--- config.mk ---
export PLATFORM = sky130hd
export DESIGN_NAME = psk_symbol_modulator
export DESIGN_NICKNAME = d
export VERILOG_FILES = /design/src/rtl/psk_symbol_modulator.sv
export SDC_FILE = /design/constraint.sdc
export NUM_CORES = 1
export LEC_CHECK = 0
export ABC_CLOCK_PERIOD_IN_PS = 3500
export CORE_MARGIN = 1
export CORE_UTILIZATION = 46
export DETAILED_ROUTE_END_ITERATION = 16
export PLACE_DENSITY = 0.79
export SLEW_MARGIN = 40
export SYNTH_ARGS = -nofsm -noshare
export SYNTH_HDL_FRONTEND = slang
export SYNTH_SLANG_ARGS = --single-unit
export TNS_END_PERCENT = 20
--- constraint.sdc ---
create_clock -name clk_16M384 -period 3.5 [get_ports clk_16M384]
set_input_delay 0.525 -clock clk_16M384 [delete_from_list [all_inputs] [get_ports clk_16M384]]
set_output_delay 0.525 -clock clk_16M384 [all_outputs]
set_load 0.02 [all_outputs]
--- src/rtl/psk_symbol_modulator.sv ---
`default_nettype none
// +----------------------------------------------------------------------------+
// | psk_symbol_modulator: AXI-Stream symbols to held BPSK/QPSK/8PSK I/Q samples |
// | Revision: 1.0                                                               |
// +----------------------------------------------------------------------------+
module psk_symbol_modulator #(
    parameter int OUT_W = 12,
    parameter int SPS   = 16,
    parameter int AMP   = 1024
) (
    input  logic                    clk_16M384,
    input  logic                    rst_n_16M384,
    input  logic [7:0]              data_tdata,
    input  logic                    data_tvalid,
    output logic                    data_tready,
    input  logic                    data_tlast,
    input  logic [1:0]              data_tuser,
    input  logic                    diff_en,
    output logic signed [OUT_W-1:0] DAC_I,
    output logic signed [OUT_W-1:0] DAC_Q,
    output logic                    iq_valid,
    output logic                    sym_start,
    output logic                    frame_end
);

    localparam int                      CW         = $clog2(SPS);
    localparam logic [CW-1:0]           C_CNT_LAST = CW'(SPS - 1);
    localparam int                      C_D_INT    = (AMP * 181 + 128) >>> 8;
    localparam logic signed [OUT_W-1:0] C_AMP      = OUT_W'(AMP);
    localparam logic signed [OUT_W-1:0] C_DIAG     = OUT_W'(C_D_INT);

    typedef enum logic [0:0] {
        S_IDLE = 1'b0,
        S_EMIT = 1'b1
    } state_t;

    state_t                  state_q, state_d;
    logic [CW-1:0]           cnt_q, cnt_d;
    logic [2:0]              ref_q, ref_d;
    logic                    first_q, first_d;
    logic                    diff_q, diff_d;
    logic                    last_q, last_d;
    logic signed [OUT_W-1:0] dac_i_q, dac_i_d;
    logic signed [OUT_W-1:0] dac_q_q, dac_q_d;

    logic                    sym_end, accept, frame_done;
    logic                    first_eff, diff_eff;
    logic [2:0]              ref_eff, k, idx;
    logic signed [OUT_W-1:0] pt_i, pt_q;
    logic                    tdata_unused;

    assign tdata_unused = |data_tdata[7:3];

    always_comb begin
        sym_end     = (state_q == S_EMIT) && (cnt_q == C_CNT_LAST);
        data_tready = (state_q == S_IDLE) || sym_end;
        accept      = data_tvalid && data_tready;
        // A beat accepted right as a tlast symbol ends already belongs to the new frame.
        frame_done  = sym_end && last_q;
        first_eff   = first_q || frame_done;
        ref_eff     = frame_done ? 3'd0 : ref_q;
        diff_eff    = first_eff ? diff_en : diff_q;

        case (data_tuser)
            2'd0: begin
                case (data_tdata[1:0])
                    2'b00:   k = 3'd1;
                    2'b01:   k = 3'd3;
                    2'b11:   k = 3'd5;
                    default: k = 3'd7;
                endcase
            end
            2'd1:    k = data_tdata[1] ? 3'd4 : 3'd0;
            2'd2: begin
                case (data_tdata[2:0])
                    3'b000:  k = 3'd0;
                    3'b001:  k = 3'd1;
                    3'b011:  k = 3'd2;
                    3'b010:  k = 3'd3;
                    3'b110:  k = 3'd4;
                    3'b111:  k = 3'd5;
                    3'b101:  k = 3'd6;
                    default: k = 3'd7;
                endcase
            end
            default: k = 3'd0;
        endcase

        idx = diff_eff ? (ref_eff + k) : k;

        case (idx)
            3'd0:    begin pt_i =  C_AMP;  pt_q = '0;      end
            3'd1:    begin pt_i =  C_DIAG; pt_q =  C_DIAG; end
            3'd2:    begin pt_i = '0;      pt_q =  C_AMP;  end
            3'd3:    begin pt_i = -C_DIAG; pt_q =  C_DIAG; end
            3'd4:    begin pt_i = -C_AMP;  pt_q = '0;      end
            3'd5:    begin pt_i = -C_DIAG; pt_q = -C_DIAG; end
            3'd6:    begin pt_i = '0;      pt_q = -C_AMP;  end
            default: begin pt_i =  C_DIAG; pt_q = -C_DIAG; end
        endcase
    end

    always_comb begin
        state_d = state_q;
        cnt_d   = cnt_q;
        ref_d   = ref_eff;
        first_d = first_eff;
        diff_d  = diff_q;
        last_d  = last_q;
        dac_i_d = dac_i_q;
        dac_q_d = dac_q_q;

        if (state_q == S_EMIT && !sym_end) begin
            cnt_d = cnt_q + CW'(1);
        end

        if (accept) begin
            state_d = S_EMIT;
            cnt_d   = '0;
            last_d  = data_tlast;
            first_d = 1'b0;
            diff_d  = diff_eff;
            if (data_tuser == 2'd3) begin
                dac_i_d = '0;
                dac_q_d = '0;
            end else begin
                dac_i_d = pt_i;
                dac_q_d = pt_q;
                if (diff_eff) begin
                    ref_d = idx;
                end
            end
        end else if (sym_end) begin
            state_d = S_IDLE;
            cnt_d   = '0;
            dac_i_d = '0;
            dac_q_d = '0;
        end
    end

    always_ff @(posedge clk_16M384 or negedge rst_n_16M384) begin
        if (!rst_n_16M384) begin
            state_q <= S_IDLE;
            cnt_q   <= '0;
            ref_q   <= 3'd0;
            first_q <= 1'b1;
            diff_q  <= 1'b0;
            last_q  <= 1'b0;
            dac_i_q <= '0;
            dac_q_q <= '0;
        end else begin
            state_q <= state_d;
            cnt_q   <= cnt_d;
            ref_q   <= ref_d;
            first_q <= first_d;
            diff_q  <= diff_d;
            last_q  <= last_d;
            dac_i_q <= dac_i_d;
            dac_q_q <= dac_q_d;
        end
    end

    assign DAC_I     = dac_i_q;
    assign DAC_Q     = dac_q_q;
    assign iq_valid  = (state_q == S_EMIT);
    assign sym_start = iq_valid && (cnt_q == '0);
    assign frame_end = frame_done;

endmodule
`default_nettype wire

# Word level (Yosys, flattened, before mapping)
# Index checks and enable logic that the tools add are counted.
# word_totals
regBits	35
inputBits	15
out_inout_bits	28
wordCells	71
# op_classes
n_addsub	2
n_eq_ne	18
n_mux	23
n_bitwise	1
reduce_logical	19
# op_table
cell	count
12-bit one-hot mux with 4 select lines	2
12-bit two-way mux	5
3-bit one-hot mux with 7 select lines	1
3-bit equality test (second input constant)	6
3-bit two-way mux	6
3-bit one-hot mux with 3 select lines	2
3-bit by 2-bit equality test with 1-bit output (second input constant)	4
4-bit two-way mux	3
2-bit OR reduction	4
2-bit equality test (second input constant)	3
3-bit by 1-bit equality test with 1-bit output (second input constant)	2
3-bit zero test	2
1-bit logical AND	5
4-bit by 1-bit adder with 4-bit output (second input constant)	1
2-bit by 1-bit equality test with 1-bit output (second input constant)	2
4-bit equality test (second input constant)	1
2-bit zero test	2
4-bit zero test	1
1-bit two-way mux	4
3-bit adder	1
3-bit nonzero test	1
1-bit logical OR	2
2-bit nonzero test	1
1-bit zero test	1
1-bit inverter	1

# Depth between registers and ports, before layout
# depth
ltp_word	11
depth_mapped	14
depth_no_buf	14

# Worst setup path after synthesis
# Ideal clock, no wire load.
# synth_timing
kind	input port to flip-flop
start	in data_tdata[0]
end	reg dac_i_q[11] (netlist: DAC_I[11])
setup_ns	0.126
t_arrival_ns	2.882
required_time_ns	3.374
path_slack_ns	0.492
stages	14
n_path_buf	0
path_cell_list	inv_1 -> ha_1 -> nor2b_1 -> o31a_1 -> a21oi_1 -> ha_1 -> inv_1 -> fa_1 -> xnor2_1 -> o2111ai_1 -> o211ai_2 -> xnor2_2 -> nor3_1 -> a221o_1
# synth_between
elab_chain_cells	10
word_cells_on_any_way	26
cone_classes	1 x add/sub; 13 x eq/ne; 7 x mux; 5 x reduce/logical
# synth_rtl
item	line	text
start: declaration	13	input logic [7:0] data_tdata,
3-bit equality test (tied with other cells)	75	case (data_tdata[2:0])
3-bit one-hot mux with 7 select lines or 3-bit one-hot mux with 3 select lines (tied branches)	75, 66	
3-bit one-hot mux with 3 select lines *	64	case (data_tuser)
3-bit adder	89	idx = diff_eff ? (ref_eff + k) : k;
3-bit two-way mux *	89	
3-bit equality test or 3-bit by 2-bit equality test with 1-bit output (tied branches)	91	case (idx)
2-bit OR reduction (no source line)	--	
12-bit one-hot mux with 4 select lines *	91	
12-bit two-way mux *	123	if (data_tuser == 2'd3) begin
12-bit two-way mux *	117	if (accept) begin
end signal: assignment	158	dac_i_q <= dac_i_d;
end: declaration	43	logic signed [OUT_W-1:0] dac_i_q, dac_i_d;
# Every way passes the cells marked *; elsewhere a longest branch is shown, timed or not.
# A chain may end at the register's enable or synchronous reset.

# Worst setup path in the final report
# Same ends and word-level chain as after synthesis.

==> results.md <==
- Status: finished, violations left
- Violated checks: DRC
- Reg2Reg Depth: 13
- Synthesized flop and latch total: 21
- Total CTS buffers: 3
- Main flop type after synthesis: dfrtp_1
- Nets@finish: just over 200
- Worst hold path type: input port to asynchronous set/reset pin
- CTS tree: yes
- Mean Syn Cell Area: 9.97 um^2
- Clock Path Buffers: 2
- Clk_skew: 0.00311 ns
- Reg2reg end: DAC_I[11]
- Pin count of the biggest net entering global routing: 22
- Lkg Pwr: 0.821 nW
- Peak supply drop: 0.000261 V
- DIE AREA: 3280 um^2
- CP max FO: 4
- Input/output buffers: 33
- Seq/Total Area, Yosys: 37.5%
- Worst reg2reg path startpoint: cnt_q[0]
- Dpl hpwl: 2.33 mm
- Synth warn: 0
- Starting DRT DRC Count: 30
- # clock sinks: 21
- Critical Path Start Type: input port
- Fin. Hold Viols: 0
- Fill count: 244
- Final setup fails: 0
- Remaining global-route overflow: 0
- RSZ-0062 raised after global routing: false
- PnR worst setup slack: 0.167 ns
- Initial DRT Pass Iterations: 10
- Final TNS setup: 0 ns
- Initial Utilization: 49.7%
- Routed vias/inst: roughly 5.5
- Core Area: 2830 um^2
- Internal: 0.822 mW
- Worst skew pair latency: 0.31 ns
- Detail Route Antenna Nets: 0
- Psw: 0.620 mW
- Switching Fraction: around 43%
- Fmax: approximately 300 MHz
- Final WL: 2.94 mm
- Critical path class: input port to flip-flop
- Async S/R FF share, synth: 100%
- Post-synth EDFFs: 0
- CTS Root Cell: clkbuf_4
- All-layer global routing usage: a little under a fifth
- Die Wd: between 50 and 60 um
- Final hold slack: 0.147 ns
- Layout cells sized above 1: 20.1%
- Inserted Diodes: 0
- Io pins: 43
- Worst R2R Setup Slack: 0.46 ns
- GPL Wtd Cong: roughly 0.81
- Avg WL per Cell: 14.0 um
- Tmin final: 3.33 ns
- Max_cap viols: 0
- # DRC: 4
- Part of the power in registers: 31.6%
- Initial antenna violation count: 0
- H-tree levels: 1
- P&R area growth vs syn: 28.9%
- Worst EP required: 3.71 ns
- Clock slew seen by the registers of the worst setup and hold paths: 0.12 ns
- Row cnt: 19
- DR vias: 1,154
- Worst setup EP type: flip-flop
- Gate power share: approximately 60%
- Clock Power Share: roughly 8.4%
- Vias in the first global route: between 1,000 and 1,500
- First-pass GRT wire length: 4.89 mm
- Crit share post-route: 95.2%
- Slew Limit Fails: 0
- PD cells: 796 nW/um^2
- CTS Hold Bufs: 0
- Die Y: 57.3 um
- Place WS: -0.247 ns
- Cells after Synth: 141
- Arr. time, crit path: 3.54 ns
- Post-Syn Area: 1410 um^2
- Distinct cell type count after synthesis: 46
[cells in the mapped netlist (2+ instances only)]
master	number	share of area [%]
nor3_1	3	1.1
inv_1	8	2.1
a211oi_1	2	1.1
o31ai_1	3	1.6
xnor2_1	2	1.2
buf_4	15	8.0
ha_1	7	6.2
nand3_1	3	1.1
a22o_1	3	1.9
nor2_1	8	2.1
mux2_2	2	1.6
nand2_1	13	3.5
xor2_1	2	1.2
mux2i_1	4	2.8
nand2b_1	5	2.2
o21ai_1	3	1.1
o21ai_0	4	1.4
a21oi_1	6	2.1
dfrtp_1	20	36
o2111ai_1	2	1.2
[registers in the layout, summed over array words and instances (netlist names)]
name	cells
DAC_I	5
DAC_Q	5
cnt_q	4
diff_q	1
first_q	1
iq_valid	1
last_q	1
ref_q	3
[cell usage in the layout (no fill, tap or decap), types with 4 or more instances in the layout]
master,instances
a21oi_1,5
buf_4,13
clkdlybuf4s50_1,32
conb_1,4
dfrtp_1,20
ha_1,7
inv_1,8
mux2i_1,4
nand2_1,13
nand2b_1,5
nor2_1,8
o21ai_0,4
[power by group through the flow]
stage                     clock [mW]  combinational [mW]  sequential [mW]
final                          0.121               0.865            0.456
after global routing           0.130               0.937            0.470
after CTS                      0.120               0.849            0.456
after detailed placement           0               0.848            0.460
after global placement             0               0.818            0.451
after floorplan                    0               0.529            0.494
[per-stage QoR]
stage,cell area (um^2),power (mW),std cells,utilization [%]
2_1_floorplan,1420,1.02,144,-
4_1_cts,1790,1.42,210,63.4
5_1_grt,1810,1.54,210,64.1
6_report,1810,1.44,210,64.1
3_5_place_dp,1770,1.31,206,62.5
3_3_place_gp,1770,1.27,206,62.6
[cell type report]
cell class / count / area [um^2] / area share, %
well taps: 31 / 38.8 / 2.14
clock buffers: 3 / 22.5 / 1.24
inverters: 8 / 30.0 / 1.66
repair buffers: 46 / 423 / 23.3
clock inverters: 1 / 5.00 / 0.276
multi-input cells: 100 / 767 / 42.3
flip-flops and latches: 21 / 527 / 29.1
[critical path, stage by stage]
cell and delay [ns]:
clkdlybuf4s50_1 0.48, inv_1 0.06, ha_1 0.20, nor2b_1 0.14, o31a_1 0.26, a21oi_2 0.15, ha_1 0.16, inv_1 0.06
fa_2 0.34, xnor2_1 0.15, o2111ai_1 0.12, o211ai_2 0.19, xnor2_2 0.31, nor3_2 0.09, a221o_1 0.29
[worst max path at each step]
stage	from	cells past startpoint	slack (ns)	end
4_1_cts	data_tdata[0]	15	0.07	DAC_I[11]
3_3_place_gp	data_tdata[0]	15	-0.19	DAC_I[11]
2_1_floorplan	data_tdata[0]	14	0.49	DAC_I[11]
6_report	data_tdata[0]	15	0.17	DAC_I[11]
5_1_grt	data_tdata[0]	15	0.006	DAC_I[11]
3_5_place_dp	data_tdata[0]	15	-0.25	DAC_I[11]
[cell families after synthesis]
logic type | Yosys count | share of synthesized area [%]
and+or+nand+nor | 40 | 14.8
AOI/OAI and AO/OA | 35 | 19.0
buffers and inverters | 23 | 10.1
DFF | 21 | 37.5
adders and majority gates | 8 | 7.65
muxes | 8 | 7.03
xor gates and xnor gates | 5 | 3.65
other | 1 | 0.267
[timing repair]
action	CTS	global route
setup buffers	0	0
resized for setup	0	4
setup endpoints to repair	0	5
[per-layer routing]
layer,part of all wire (%),global-route usage [%],routed length [um],up-vias
met3,2.8,1.36,82,6
met4,1.8,8.01,52,0
li1,-,-,-,561
met1,42,22.5,1240,559
met2,53,35.6,1570,28
met5,0,0,0,-
Note: power is estimated with default switching activity, not from simulation.
==> RTL change 1 (same settings) <==
Set the parameter `OUT_W` to 18 (it was 12).
--- a/src/rtl/psk_symbol_modulator.sv
+++ b/src/rtl/psk_symbol_modulator.sv
@@ -5,5 +5,5 @@
 // +----------------------------------------------------------------------------+
 module psk_symbol_modulator #(
-    parameter int OUT_W = 12,
+    parameter int OUT_W = 18,
     parameter int SPS   = 16,
     parameter int AMP   = 1024
Ports: changed (resized DAC_I and DAC_Q); port bits go from 43 to 55. No check against the original RTL was run, so the function may have changed too.
==> RTL change 1 against the unedited design <==
Synthesized area rose by 0.62%. Worst hold slack got worse by 0.73 ps. Maximum frequency rose by 6.2%. Critical path type unchanged. The run still ends with DRC left. Sequential power fell by 4.8%. Non-clock buffer count rose by 8. Worst setup slack improved by 200 ps. Final area rose by 2.4%. Global-route usage fell by 0.55 points. Sequential cell count did not move. Largest cell class unchanged. Highest routed layer unchanged. Total power fell by 3.3%. Clock skew fell by 2.1 ps. Routed wire length fell by 5.1%.
==> RTL change 1: results (changes against the unedited design) <==
| Metric | Value |
|---|---|
| Yosys cell types | `38 (was 46)` |
| Port Buffers | `45 (was 33)` |
| CTS Buf Count | `3 (unchanged)` |
| Synth Area in XOR/XNOR | `3.63% (was 3.65%)` |
| CP top delay family | `compound AO/OA/AOI/OAI gates (unchanged)` |
| Pre-Repair DR Iteration Count | `13 (was 10)` |
| CP peak stage delay | `470 ps` |
| First-pass GRT wire length | `4.66 mm (was 4.89 mm)` |
| Crit Path Max Fanout | `6 (was 4)` |
| Largest net degree at the start of global routing | `22 (unchanged)` |
| Post-synthesis mux area share | `6.19% (was 7.03%)` |
| Layout cells sized above 1 | `16.9% (was 20.1%)` |
| Post-Syn Instances | `149 (was 141)` |
| Outcome | `finished with violations (unchanged)` |
| Placer Congestion | `0.748 (was 0.813)` |
| Switching share of power | `42.9% (was 43.0%)` |
| Synth top area cells | `dfrtp_1 (35%), buf_4 (14%), ha_1 (6.2%), nand2_1 (4.8%), mux2i_1 (2.8%) (was dfrtp_1 (36%), buf_4 (8.0%), ha_1 (6.2%), nand2_1 (3.5%), mux2i_1 (2.8%))` |
| Post-DP HPWL | `2.23 mm (was 2.33 mm)` |
| Post-synthesis adder-cell area fraction | `7.60% (was 7.65%)` |
| GRT Util Overall | `18.5% (was 19.1%)` |
| Violated checks | `DRC (unchanged)` |
| Post-synthesis sequential area ratio | `37.2% (was 37.5%)` |
| 1st-iter DRT viols | `37 (was 30)` |
| Via count | `1120 (was 1154)` |
| Number of placed cells counting well taps | `210 (was 206)` |
| Final nets | `207 (was 203)` |
| Clock transition at path regs | `120 ps (about the same)` |
| VDD IR max | `0.000296 V (was 0.000261 V)` |
| Final wirelength | `2.79 mm (was 2.94 mm)` |
| Compound-gate portion of the synthesized area | `14.7% (was 19.0%)` |
| Leakage Power | `0.844 nW (was 0.821 nW)` |
| Number of remaining DRC errors | `7 (was 4)` |
==> RTL change 1: path summary, 6_finish.rpt <==
kind	start	end	slack (ps)	cells after the start
max	data_tdata[2]	DAC_I[8]$_DFFE_PN0P_	360	13
max in group asynchronous	rst_n_16M384	first_q$_DFF_PN1_	3010	1
min in group clk_16M384	DAC_I[2]$_DFFE_PN0P_	DAC_I[2]$_DFFE_PN0P_	500	2
min reg2reg	DAC_I[2]$_DFFE_PN0P_	DAC_I[2]$_DFFE_PN0P_	500	2
max reg2reg	cnt_q[0]$_DFFE_PN0P_	DAC_I[8]$_DFFE_PN0P_	400	13
min	rst_n_16M384	cnt_q[2]$_DFFE_PN0P_	150	1
==> RTL change 1: final cells by class <==
cell class                 count  area (um2)
sequential                    21         527
fill                         239         972
clock buffer                   3        22.5
clock inverter                 1        5.00
multi-input combinational     95         712
inverter                       9        33.8
timing repair buffer          54         518
tap                           31        38.8
==> RTL change 1: stage by stage <==
stage / instance area [um2] / setup slack (ps) / hold WS [ps]
after global routing: 1860 / 157 / 172
after detailed placement: 1780 / -300 / 470
final: 1860 / 362 / 147
after global placement: 1780 / -173 / 463
after floorplan: 1430 / 446 / 229
after CTS: 1810 / 27.6 / 160
==> RTL change 1: cell families after synthesis <==
kind of cell	after synthesis
compound gates	30
xor+xnor	5
fa+ha+maj	8
buf+inv	36
flops	21
mux	8
other cells	1
simple gates	40
==> RTL change 1: power by group through the flow <==
stage / Clock (mW) / Combinational (mW) / Sequential (mW)
floorplan: 0 / 0.537 / 0.458
detailed placement: 0 / 0.814 / 0.436
global route: 0.133 / 0.908 / 0.450
finish: 0.118 / 0.843 / 0.434
global placement: 0 / 0.790 / 0.425
CTS: 0.120 / 0.816 / 0.431
==> RTL change 1: metal layers <==
layer | global-route usage (%) | part of all wire, % | vias up
li1 | - | - | 552
met1 | 21.5 | 41 | 521
met2 | 33.4 | 52 | 42
met3 | 2.95 | 5.1 | 5
met4 | 8.36 | 1.9 | 0
met5 | 0 | 0 | -
==> RTL change 1: worst reg2reg max path, cell delays in order (launching register included) <==
cell       delay [ps]
dfrtp_1           440
ha_1              250
and3_1            210
nand3_1           200
and2_1            190
ha_1              140
inv_1              50
fa_2              420
xnor2_2           160
o2111ai_1         130
o311ai_2          170
xnor2_2           320
xnor2_2           120
a22o_1            210
==> RTL change 2 (config.mk and constraints unchanged) <==
Made on the original files. Remove the case item `3'd6` of the case on `idx`.
--- a/src/rtl/psk_symbol_modulator.sv
+++ b/src/rtl/psk_symbol_modulator.sv
@@ -96,5 +96,4 @@
             3'd4:    begin pt_i = -C_AMP;  pt_q = '0;      end
             3'd5:    begin pt_i = -C_DIAG; pt_q = -C_DIAG; end
-            3'd6:    begin pt_i = '0;      pt_q = -C_AMP;  end
             default: begin pt_i =  C_DIAG; pt_q = -C_DIAG; end
         endcase
Check against the original RTL: not equivalent (a bounded check fails within 4 cycles, from zero or initial values and one cycle with rst_n_16M384 low).
==> RTL change 2 against the unedited design <==
The flow still finishes with violations (DRC). Clock power rose by 60%. Sequential cell count fell by 1. Register-to-register slack got worse by 100 ps. Routed wire length fell by 0.24%. Critical path type unchanged. Non-clock buffer count rose by 2. Synthesized cell count rose by 0.71%. Critical path depth fell by 1. Largest power group unchanged. Largest cell class unchanged. Final area rose by 3.9%. Die area barely moved. Worst setup slack improved by 120 ps. Synthesized area barely moved. Total power rose by 6.7%.
==> RTL change 2: results (changes against the unedited design) <==
| Metric | Value |
|---|---|
| Crit Path Max Fanout | `6 (was 4)` |
| Layout cells sized above 1 | `21.7% (was 20.1%)` |
| Post-layout util | `66.6% (was 64.1%)` |
| Arrival time at the worst endpoint | `3430 ps (was 3540 ps)` |
| Via density | `5.45 (was 5.50)` |
| Met1 WL | `1.30 mm (was 1.24 mm)` |
| Post-Layout Cell Count | `211 (was 210)` |
| Post-DP HPWL | `2.17 mm (was 2.33 mm)` |
| Fin crit period | `3220 ps (was 3330 ps)` |
| Buffer share of cell area | `23.5% (was 23.3%)` |
| Vias in the first global route | `1106 (was 1156)` |
| Outcome | `finished with violations (unchanged)` |
| Leakage Power | `0.870 nW (was 0.821 nW)` |
| WHS | `139 ps (was 147 ps)` |
| R2R cell count | `14 (was 13)` |
| Non-clk bufs | `48 (was 46)` |
| Switching share of power | `41.2% (was 43.0%)` |
| Violated checks | `DRC (unchanged)` |
| Number of remaining DRC errors | `4 (unchanged)` |
| Pre-Repair DR Iteration Count | `12 (was 10)` |
| Sequential cell area | `502 um2 (was 527 um2)` |
| Logic pwr share | `58.9% (was 60.0%)` |
| Synth top cells by count | `dfrtp_1 (19), buf_4 (15), nand2_1 (15), inv_1 (8), ha_1 (7) (was dfrtp_1 (20), buf_4 (15), nand2_1 (13), inv_1 (8), nor2_1 (8))` |
| Final nets | `204 (was 203)` |
| Synth top area cells | `dfrtp_1 (34%), buf_4 (8.0%), ha_1 (6.2%), nand2_1 (4.0%), mux2i_1 (2.8%) (was dfrtp_1 (36%), buf_4 (8.0%), ha_1 (6.2%), nand2_1 (3.5%), mux2i_1 (2.8%))` |
| VDD IR max | `0.000423 V (was 0.000261 V)` |
| Num sequential | `20 (was 21)` |
| Beginning of the critical path | `data_tdata[2] (was data_tdata[0])` |
| Seq group | `440 uW (was 456 uW)` |
| Largest net degree at the start of global routing | `21 (was 22)` |
| Clock Skew | `2.86 ps (was 3.11 ps)` |
RTL change 2: cell types whose count changed in the layout (fill, tap and decap cells not counted), moves of 2 or more:
cell and delta:
clkdlybuf4s50_1 -2, nor2_1 -3, nand2_1 +2, and3_1 +2, dlymetal6s2s_1 +2, a32o_1 +2
o2111ai_1 -2, buf_4 +2
RTL change 2: logic make-up (layout without fill, tap and decap cells):
logic type	count (synthesis)	count (layout)	share of synthesized area, %
flops	20	20	35.6
buf+inv	25	60	10.8
fa+ha+maj	8	8	7.64
other cells	1	4	0.266
mux	9	9	7.91
compound gates	35	35	19.5
xor+xnor	6	6	4.27
simple gates	38	38	14.0
RTL change 2: routing by layer:
metal	up-vias	track usage (%)
met5	-	0
met1	545	24.5
met2	35	35.3
li1	565	-
met3	5	2.04
met4	0	8.71
RTL change 2: repair_timing:
| action | in CTS | in global routing |
|---|---|---|
| hold buffers | 0 | 0 |
| pin swaps | 2 | 10 |
| setup endpoints to repair | 4 | 6 |
| gates resized for setup | 5 | 5 |
